### src/rtl/muldiv_unit.sv
// Iterative unsigned multiply/divide unit that owns the HI/LO pair.
// One shift-add (multu) or restoring-divide (divu) step per cycle, WIDTH steps per op.
module muldiv_unit #(
    parameter int WIDTH = 32
) (
    input  logic             clk,
    input  logic             reset,
    input  logic             start,
    input  logic             op,
    input  logic [WIDTH-1:0] a,
    input  logic [WIDTH-1:0] b,
    input  logic             wrhi,
    input  logic             wrlo,
    output logic             busy,
    output logic             done,
    output logic [WIDTH-1:0] hi,
    output logic [WIDTH-1:0] lo
);
    localparam int CW = $clog2(WIDTH + 1);

    typedef enum logic {IDLE, RUN} state_t;

    state_t           state;
    logic [CW-1:0]    count;
    logic             op_q;
    logic [WIDTH-1:0] opnd;
    logic [WIDTH-1:0] acc_hi;
    logic [WIDTH-1:0] acc_lo;
    logic [2*WIDTH-1:0] step;

    // Multiply: acc_hi accumulates partial sums, acc_lo holds the multiplier and
    // collects product bits as the pair shifts right.
    function automatic logic [2*WIDTH-1:0] mul_step(input logic [WIDTH-1:0] hi_in,
                                                     input logic [WIDTH-1:0] lo_in,
                                                     input logic [WIDTH-1:0] m);
        logic [WIDTH:0] sum;
        sum = {1'b0, hi_in} + (lo_in[0] ? {1'b0, m} : {(WIDTH+1){1'b0}});
        return {sum, lo_in[WIDTH-1:1]};
    endfunction

    // Divide: acc_hi is the partial remainder, acc_lo shifts the dividend out and
    // quotient bits in. A zero divisor never borrows, giving all-ones / dividend.
    function automatic logic [2*WIDTH-1:0] div_step(input logic [WIDTH-1:0] rem,
                                                     input logic [WIDTH-1:0] quo,
                                                     input logic [WIDTH-1:0] d);
        logic [WIDTH:0]   shifted;
        logic [WIDTH+1:0] diff;
        shifted = {rem, quo[WIDTH-1]};
        diff    = {1'b0, shifted} - {2'b00, d};
        if (diff[WIDTH+1])
            return {shifted[WIDTH-1:0], quo[WIDTH-2:0], 1'b0};
        else
            return {diff[WIDTH-1:0], quo[WIDTH-2:0], 1'b1};
    endfunction

    always_comb begin
        step = '0;
        if (op_q)
            step = div_step(acc_hi, acc_lo, opnd);
        else
            step = mul_step(acc_hi, acc_lo, opnd);
    end

    // Datapath working registers; their content is meaningless outside RUN.
    always_ff @(posedge clk) begin
        if (state == IDLE && start) begin
            acc_hi <= '0;
            acc_lo <= op ? a : b;
            opnd   <= op ? b : a;
            op_q   <= op;
        end else if (state == RUN) begin
            {acc_hi, acc_lo} <= step;
        end
    end

    always_ff @(posedge clk) begin
        if (reset) begin
            state <= IDLE;
            count <= '0;
            busy  <= 1'b0;
            done  <= 1'b0;
            hi    <= '0;
            lo    <= '0;
        end else begin
            done <= 1'b0;
            case (state)
                IDLE: begin
                    if (start) begin
                        state <= RUN;
                        count <= CW'(WIDTH);
                        busy  <= 1'b1;
                    end else begin
                        if (wrhi) hi <= a;
                        if (wrlo) lo <= a;
                    end
                end
                RUN: begin
                    count <= count - 1'b1;
                    // The last step's result goes straight into hi/lo on the same edge.
                    if (count == CW'(1)) begin
                        state <= IDLE;
                        busy  <= 1'b0;
                        done  <= 1'b1;
                        hi    <= step[2*WIDTH-1:WIDTH];
                        lo    <= step[WIDTH-1:0];
                    end
                end
                default: state <= IDLE;
            endcase
        end
    end
endmodule

### config.mk
export PLATFORM = sky130hd
export DESIGN_NAME = muldiv_unit
export DESIGN_NICKNAME = d
export VERILOG_FILES = /design/src/rtl/muldiv_unit.sv
export SDC_FILE = /design/constraint.sdc
export NUM_CORES = 1
export LEC_CHECK = 0
export ABC_AREA = 1
export CORE_UTILIZATION = 45
export DETAILED_ROUTE_END_ITERATION = 12
export GPL_TIMING_DRIVEN = 0
export PLACE_DENSITY = 0.68
export SYNTH_ARGS = -nofsm -noshare
export SYNTH_HDL_FRONTEND = slang
export SYNTH_SLANG_ARGS = --single-unit
### constraint.sdc
create_clock -name clk -period 2.5 [get_ports clk]
set_input_delay 0.375 -clock clk [delete_from_list [all_inputs] [get_ports clk]]
set_output_delay 0.375 -clock clk [all_outputs]
set_load 0.01 [all_outputs]
After elaboration in Yosys (flattened, before gate mapping)
Cells that the tools add are included. Widths: inputs -> output; s select.

Multipliers: 0. Mux-type cells: 24. Equal/unequal tests: 6. $add $sub $neg: 3. Divide/modulo/power cells: 0. Shift operators: 0. Order comparisons: 0. Reduce and logical (&&, ||, !) cells: 6. Bitwise operators: 1.

Operators with widths (count): $mux 32 (11); $mux 64 (2); $pmux 32 s2 (2); $sub 33x32->34 (1); $add 32x32->33 (1); $pmux 6 s2 (1); $ne 2x2->1 const B (4); $eq 6x1->1 const B (1); $mux 6 (1); $reduce_and 3->1 (2); $sub 6x1->6 const B (1); $mux 1 (5); $pmux 1 s2 (2); $ne 2x1->1 const B (1); $reduce_and 2->1 (1); $reduce_bool 2->1 (1); $reduce_or 2->1 (1); $logic_and 1x1->1 (1); $not 1->1 (1).

Register bits after elaboration: 170. Word-level logic and storage cells: 50. Memories: 0. Input bits: 70. ROM bits: 0. Bits in latches: 0. RAM bits: 0.

Depth between registers and ports, before layout
Gate-level depths: netlist (run 1).

Word-level depth: 5. Depth in mapped cells: 19. Gate-level depth less buffers: 18.

Least setup slack after synthesis (run 1)
No wires, ideal clock.

Kind: register to register. Start point: reg acc_lo[0]. End point: reg hi[13]. Path buffers: 2. Slack: -0.074 ns. Cell stages (with the launch flop): 18. Arrival time: 2.455 ns. Path through: edfxtp_1 -> clkbuf_1 -> clkbuf_1 -> nand2_1 -> inv_1 -> ha_1 -> fa_1 -> nand2_1 -> nand2_1 -> o21ai_0 -> nor2_1 -> nor2_1 -> o21ai_0 -> or2_2 -> nand2_1 -> nand3_2 -> nand2_1 -> a21oi_1.

Longest elaborated chain between the ends: 5.

RTL lines: start, declared (line 28) `logic [WIDTH-1:0] acc_lo;`; start signal, assigned (line 68) `acc_lo <= op ? a : b;`; start signal, assigned (line 72) `{acc_hi, acc_lo} <= step;`; $mux 32 (line 37) `sum = {1'b0, hi_in} + (lo_in[0] ? {1'b0, m} : {(WIDTH+1){1'b0}});`; $add 32x32->33 (line 37); $mux 64 (line 58) `if (op_q)`; $mux 32 (line 100) `if (count == CW'(1)) begin`; $pmux 32 s2 (line 86) `case (state)`; end signal, assigned (line 104) `hi <= step[2*WIDTH-1:WIDTH];`; end, declared (line 16) `output logic [WIDTH-1:0] hi,`.

Every way passes these cells. The select of a mux whose other input is x is not followed. A chain may end at the register's enable or synchronous reset.

Worst setup path in the final report (run 1)
Start point: reg opnd[12]. End point: reg hi[25].

Longest elaborated chain between the ends: 5. Elaborated cells between the ends (all ways): 7.

RTL lines: start, declared (line 26) `logic [WIDTH-1:0] opnd;`; start signal, assigned (line 69) `opnd <= op ? b : a;`; $sub 33x32->34 / $mux 32 (equally long branches) (line 49, 37); $mux 64 / $add 32x32->33 (equally long branches) (line 50, 37); $mux 64 * (line 58); $mux 32 * (line 100); $pmux 32 s2 * (line 86).

Mark *: on every way between the ends. The rest lies on a longest branch, timed or not. The select of a mux whose other input is x is not followed.

==> run_results.csv, run 1 <==
group,metric,value,unit
placement,dp_slack,-0.8681,ns
detailed_routing,wl_per_cell,19.57,um
critical_path,cp_max_fo,6,
detailed_routing,firstDrtPassIters,5,
global_routing,grt_use_total,34.11,%
logic_synthesis,synth_top_area_share,18.14,%
critical_path,worst_setup_path_end_kind,"flip-flop",
die,design.die.area,29520,sq um
detailed_routing,wirelength,51540,um
layout,regArea,4065,sq um
timing,slew_violations,0,
layout,final_cells,2633,
die,die_w,171.8,um
power_and_ir_drop,powerDensity,682.7,nW/um^2
timing,setup_viol,10,
global_routing,grt_pass1_wl,75550,um
logic_synthesis,synth_edf_count,65,
worst_hold_path,hold_path_depth,2,
critical_path,critPathKind,"flip-flop to flip-flop",
logic_synthesis,ys_types,46,
layout,antenna_cells,0,
timing,skew,0.01626,ns
detailed_routing,drc,0,
clock_network,clockBufferDepth,2,
outcome,status,"finished with violations",
logic_synthesis,synth_common_cells,"nand2_1 (627), inv_1 (274), a21oi_1 (194)",
critical_path,reg2reg_to,"hi[25]",
placement,place.gp.congestion,1.044,
logic_synthesis,avgSynthCellArea,6.401,sq um
flow_run,drv_cap,0,
global_routing,overflow,0,
worst_hold_path,hold_class,"flip-flop to flip-flop",
logic_synthesis,syn_area,12970,sq um
critical_path,cp-start-kind,"flip-flop",
die,die_h,171.8,um
detailed_routing,viasPerCell,5.566,
timing,rsz0062_at_grt,"true",
detailed_routing,ant_nets,0,
global_routing,antenna_found_initial,0,
global_routing,grt_pass1_vias,13720,
logic_synthesis,yosys_warnings,0,
die,initial_core_util,46.20,%
logic_synthesis,async_flop_share,0,%
power_and_ir_drop,power,12.08,mW
critical_path,cp.required,2.86,ns
worst_hold_path,holdPathEnd,"count[1]",
global_routing,grt_max_degree,39,
clock_network,numCtsBuffers,17,
logic_synthesis,ys_dominant_reg_cell,"dfxtp_1",
layout,drive_gt1_share,21.55,%
critical_path,r2r-start,"opnd[12]",
clock_network,cts.sinks,170,
detailed_routing,vias,14660,
logic_synthesis,syn_inst,2027,
timing,hold_violations,0,
layout,multi_input_area,9225,sq um
timing,worst_pin_slew,0.8923,ns
layout,area_growth,36.37,%
placement,dp_hpwl,39400,um
worst_hold_path,holdCritStartpoint,"count[1]",
timing,worst_slack,-0.05086,ns
power_and_ir_drop,p_leak,8.173,nW
clock_network,root_buffer,"clkbuf_16",
outcome,violations,"negative setup slack",
logic_synthesis,synth.most_common_cell,"nand2_1",
critical_path,ff2ff_setup_slack,-0.05,ns
critical_path,cpMaxStageDelayCell,"edfxtp_1",
placement,numPortBuffers,135,
logic_synthesis,synth_fp_nets,2165,
logic_synthesis,synth_area_leaders,"nand2_1 (18%), dfxtp_1 (16%), edfxtp_1 (15%)",
clock_network,path_clk_slew,0.07,ns
critical_path,ff2ff_path_depth,18,
critical_path,path_cells,"inv_2 > ha_4 > nand2_2 > inv_1 > nand2_1 > nand2_2 > nand2_1 > nand2_2 > inv_2 > nand2_4 > nand2_8 > nand2_8 > nor2_8 > buf_12 > nand2_1 > nand3_1 > nand2_1 > a21oi_1",
layout,n_fill_cell,2604,
clock_network,cts_max_level,4,
timing,period_share,102.0,%
logic_synthesis,ys_seq_area_share,31.24,%
die,std_cell_rows,61,
die,io_pins,136,
placement,post-place-cells,2541,
logic_synthesis,synth_top_cell_by_area,"nand2_1",
critical_path,crit_arrival,2.91,ns
die,core,28090,sq um
power_and_ir_drop,ir_drop,0.5380,mV
timing,timing.slew.headroom,40.51,%
critical_path,crit_top_cell,"nand2_1",
clock_network,insertion_delay,0.44,ns
critical_path,critPathMaxStageDelay,0.48,ns
clock_network,hold_buffers,0,
logic_synthesis,synth-seq-cells,170,
clock_network,cts_tree,"done",
timing,layout_min_cycle_time,2.551,ns
detailed_routing,drt_iter0_drc,1402,
timing,max_freq,392.0,MHz
layout,fin_nets,2380,
[routing by layer]
| metal | track usage (%) | share of wire (%) | up-vias |
|---|---|---|---|
| li1 | - | - | 7005 |
| met1 | 44.47 | 41 | 6783 |
| met5 | 0 | 0 | - |
| met3 | 4.579 | 8.5 | 139 |
| met2 | 56.64 | 46 | 729 |
| met4 | 14.01 | 4.5 | 0 |
[cell usage in the layout, fill, tap and decap left out, types with 23 or more instances in the layout]
cell,count
nand4_1,23
clkdlybuf4s50_1,135
inv_1,235
clkbuf_1,51
nand2_2,80
dfxtp_1,96
mux2i_1,27
nand3_1,101
buf_4,57
inv_2,47
nand2_1,532
a21oi_1,161
o21ai_0,153
nor2_1,102
nand3_2,24
ha_4,56
edfxtp_1,65
nor2_2,23
a21oi_2,38
[where the power goes]
part / switching (mW) / total [mW] / internal, mW
registers: 0.474 / 3.74 / 3.26
clock network: 1.28 / 2.61 / 1.33
logic: 3.37 / 5.73 / 2.36
[critical path, delay by kind of cell, from the launching register on]
| kind | cells | cell delay (ns) |
|---|---|---|
| DFF | 1 | 0.48 |
| adders and majority gates | 1 | 0.22 |
| buffers and inverters | 4 | 0.41 |
| AOI/OAI and AO/OA | 1 | 0.16 |
| and+or+nand+nor | 12 | 1.19 |
[stage by stage]
stage,utilization [%],hold slack (ns),setup TNS (ns),instance area [sq um]
detailed placement,52.78,0.4712,-41.29,14820
CTS,58.94,0.4955,-0.03024,16550
floorplan,-,0.4441,0,12980
global route,63.00,0.5212,-3.452,17690
global placement,52.70,0.4744,-98.20,14800
finish,63.00,0.5065,-0.1825,17690
[how the worst max path moves through the flow]
stage | from | to | slack (ns) | cells past startpoint
3_3_place_gp | start | hi[12] | -1.30 | 9
3_5_place_dp | acc_lo[0] | acc_hi[29] | -0.87 | 19
6_report | opnd[12] | hi[25] | -0.05 | 18
4_1_cts | acc_lo[0] | hi[13] | -0.01 | 16
5_1_grt | acc_lo[0] | hi[30] | -0.19 | 16
2_1_floorplan | acc_lo[0] | hi[13] | 0.02 | 17
[sequential cells by signal, indices dropped and copies added (netlist names)]
register / cells
acc_hi: 32
acc_lo: 32
hi: 32
lo: 32
opnd: 32
count: 6
busy: 1
done: 1
op_q: 1
state: 1
[kinds of logic after synthesis]
group                      synth area share (%)
AOI/OAI and AO/OA                         16.46
DFF                                       31.24
xor gates and xnor gates                  1.283
muxes                                     2.083
adders and majority gates                 6.673
and+or+nand+nor                           31.49
buffers and inverters                     10.77
[cell type report]
type	instances	share of cell area, %
flip-flops and latches	170	22.97
well taps	378	2.673
plain buffers	72	2.100
clock inverters	15	0.8768
inverters	287	6.131
repair buffers	197	10.71
clock buffers	17	2.404
multi-input cells	1497	52.14
[timing repair]
action                                  4_1_cts  5_1_grt
pin swaps                                    29       67
buffers inserted                             23       36
cloned                                        2        1
endpoints found under the setup margin       65       66
resized for setup                           198      246
(Power assumes the default switching activity.)
==> run 2: changes to the inputs <==
--- a/config.mk
+++ b/config.mk
@@ -8,6 +8,7 @@
 export ABC_AREA = 1
 export CORE_UTILIZATION = 45
 export DETAILED_ROUTE_END_ITERATION = 12
+export GPL_ROUTABILITY_DRIVEN = 0
 export GPL_TIMING_DRIVEN = 0
 export PLACE_DENSITY = 0.68
 export SYNTH_ARGS = -nofsm -noshare
==> run 2 against run 1 <==
Against the previous run: the flow still finishes with violations (negative setup slack); cell area is 2.9% higher; count of clock-buffer cells in the layout is 2 higher; fmax is 3.9% lower; register-to-register slack worse by 0.10 ns; sequential power hardly changed; clock power is 7% higher; via count is 3.7% higher; critical path type unchanged; largest cell class unchanged.
==> run_results.csv, run 2 (synthesized netlist as in run 1, its figures left out) <==
group,metric,value,unit
clock_network,insertion_delay,0.44,ns
worst_hold_path,holdCritStartpoint,"count[1]",
placement,dp_hpwl,38160,um
global_routing,grt_use_total,33.32,%
timing,max_freq,376.6,MHz
timing,rsz0062_at_grt,"true",
layout,fin_nets,2385,
clock_network,clockBufferDepth,2,
critical_path,ff2ff_setup_slack,-0.16,ns
layout,antenna_cells,0,
layout,regArea,4070,sq um
global_routing,grt_pass1_vias,13680,
global_routing,grt_pass1_wl,74170,um
detailed_routing,ant_nets,0,
detailed_routing,drt_iter0_drc,1754,
die,initial_core_util,46.20,%
outcome,violations,"negative setup slack",
layout,drive_gt1_share,24.73,%
die,die_h,171.8,um
critical_path,r2r-start,"acc_lo[0]",
die,io_pins,136,
critical_path,ff2ff_path_depth,14,
detailed_routing,firstDrtPassIters,6,
clock_network,hold_buffers,0,
critical_path,cp-startpoint,"acc_lo[0]",
timing,worst_slack,-0.1552,ns
clock_network,path_clk_slew,0.08,ns
detailed_routing,wirelength,52930,um
die,std_cell_rows,61,
critical_path,cp_max_fo,5,
detailed_routing,drc,0,
timing,setup_viol,30,
critical_path,critPathKind,"flip-flop to flip-flop",
critical_path,cp-start-kind,"flip-flop",
timing,period_share,106.2,%
die,design.die.area,29520,sq um
layout,n_fill_cell,2362,
timing,hold_violations,0,
global_routing,grt_max_degree,39,
critical_path,reg2reg_to,"hi[17]",
timing,timing.slew.headroom,41.51,%
die,die_w,171.8,um
layout,multi_input_area,9638,sq um
die,core,28090,sq um
timing,layout_min_cycle_time,2.655,ns
clock_network,numCtsBuffers,17,
critical_path,worst_setup_path_end_kind,"flip-flop",
global_routing,overflow,0,
timing,worst_pin_slew,0.8773,ns
layout,final_common_cell,"nand2_1",
clock_network,cts_max_level,4,
layout,final_cells,2638,
placement,numPortBuffers,135,
clock_network,cts_tree,"done",
detailed_routing,viasPerCell,5.764,
critical_path,crit_arrival,3.02,ns
placement,post-place-cells,2541,
power_and_ir_drop,p_leak,8.410,nW
power_and_ir_drop,ir_drop,0.5224,mV
worst_hold_path,hold_class,"flip-flop to flip-flop",
layout,layout_common_cells,"nand2_1 (499), inv_1 (232), a21oi_1 (152)",
clock_network,cts.sinks,170,
clock_network,root_buffer,"clkbuf_16",
detailed_routing,vias,15210,
critical_path,crit_end,"hi[17]",
layout,final_core_util,64.85,%
detailed_routing,wl_per_cell,20.06,um
flow_run,drv_cap,0,
timing,slew_violations,0,
outcome,status,"finished with violations",
global_routing,antenna_found_initial,0,
critical_path,cp.required,2.87,ns
power_and_ir_drop,powerDensity,691.9,nW/um^2
timing,skew,0.01507,ns
layout,area_growth,40.38,%
-- run 2: changes by cell type in the layout (fill, tap and decap cells not counted), moves of 5 or more --
| cell | delta |
|---|---|
| a21oi_1 | -9 |
| a21oi_2 | +5 |
| buf_6 | +6 |
| ha_4 | +5 |
| inv_4 | +7 |
| nand2_1 | -33 |
| nand2_2 | +24 |
| nand2_4 | +9 |
| nand3_1 | -16 |
| nand3_2 | +12 |
| nor2_2 | -9 |
| nor2_4 | +6 |
-- run 2: final cells by class --
| type | instances | area share [%] |
|---|---|---|
| Buffer | 72 | 2.027 |
| Clock buffer | 19 | 2.494 |
| Clock inverter | 13 | 0.8312 |
| Inverter | 287 | 6.038 |
| Multi-Input combinational cell | 1497 | 52.92 |
| Sequential cell | 170 | 22.35 |
| Tap cell | 378 | 2.597 |
| Timing Repair Buffer | 202 | 10.75 |
-- run 2: report_power, final --
group	total [mW]	switching, mW	internal (mW)
clock network	2.78	1.22	1.56
logic	6.07	3.57	2.49
registers	3.75	0.482	3.27
total	12.6	5.28	7.32
-- run 2: worst min-delay path by stage --
stage                to  slack, ns  depth (start not counted)
6_report       count[1]       0.51                          2
5_1_grt        count[1]       0.54                          2
4_1_cts        count[1]       0.51                          2
3_3_place_gp   count[1]       0.47                          2
2_1_floorplan  count[1]       0.44                          1
3_5_place_dp   count[1]       0.49                          2
-- run 2: through the flow --
step | cell area, sq um | hold slack, ns | setup WS, ns | TNS [ns] | power [mW]
2_1_floorplan | 12980 | 0.4441 | 0.02273 | 0 | 6.369
3_3_place_gp | 14800 | 0.4717 | -1.181 | -91.69 | 7.740
3_5_place_dp | 14820 | 0.4935 | -0.8862 | -38.71 | 7.789
4_1_cts | 16450 | 0.5058 | -0.04307 | -0.1378 | 11.20
5_1_grt | 18210 | 0.5385 | -0.2600 | -5.438 | 13.15
6_report | 18210 | 0.5061 | -0.1552 | -1.514 | 12.60
-- run 2: critical path, cell delays in order, from the launching register on --
cell and delay [ns]:
edfxtp_1 0.49, buf_6 0.20, nand2_1 0.09, inv_1 0.07, ha_4 0.30, nand2_2 0.11, nor2_4 0.15, nand2_1 0.20
inv_1 0.17, nand4_1 0.18, nand4_1 0.17, nand3_2 0.12, nand3_4 0.16, nand2_4 0.06, a21oi_2 0.13
-- run 2: routing by layer --
| metal | wire length, um | vias to the layer above | GRT usage [%] |
|---|---|---|---|
| li1 | - | 7021 | - |
| met1 | 20620 | 6974 | 43.40 |
| met2 | 23940 | 984 | 54.97 |
| met3 | 5505 | 226 | 4.786 |
| met4 | 2861 | 0 | 14.12 |
| met5 | 0 | - | 0 |
-- run 2: timing repair --
item | in CTS | in global routing
setup buffers | 30 | 33
pin swaps | 27 | 103
cloned | 3 | 1
setup endpoints to repair | 65 | 66
resized for setup | 152 | 408
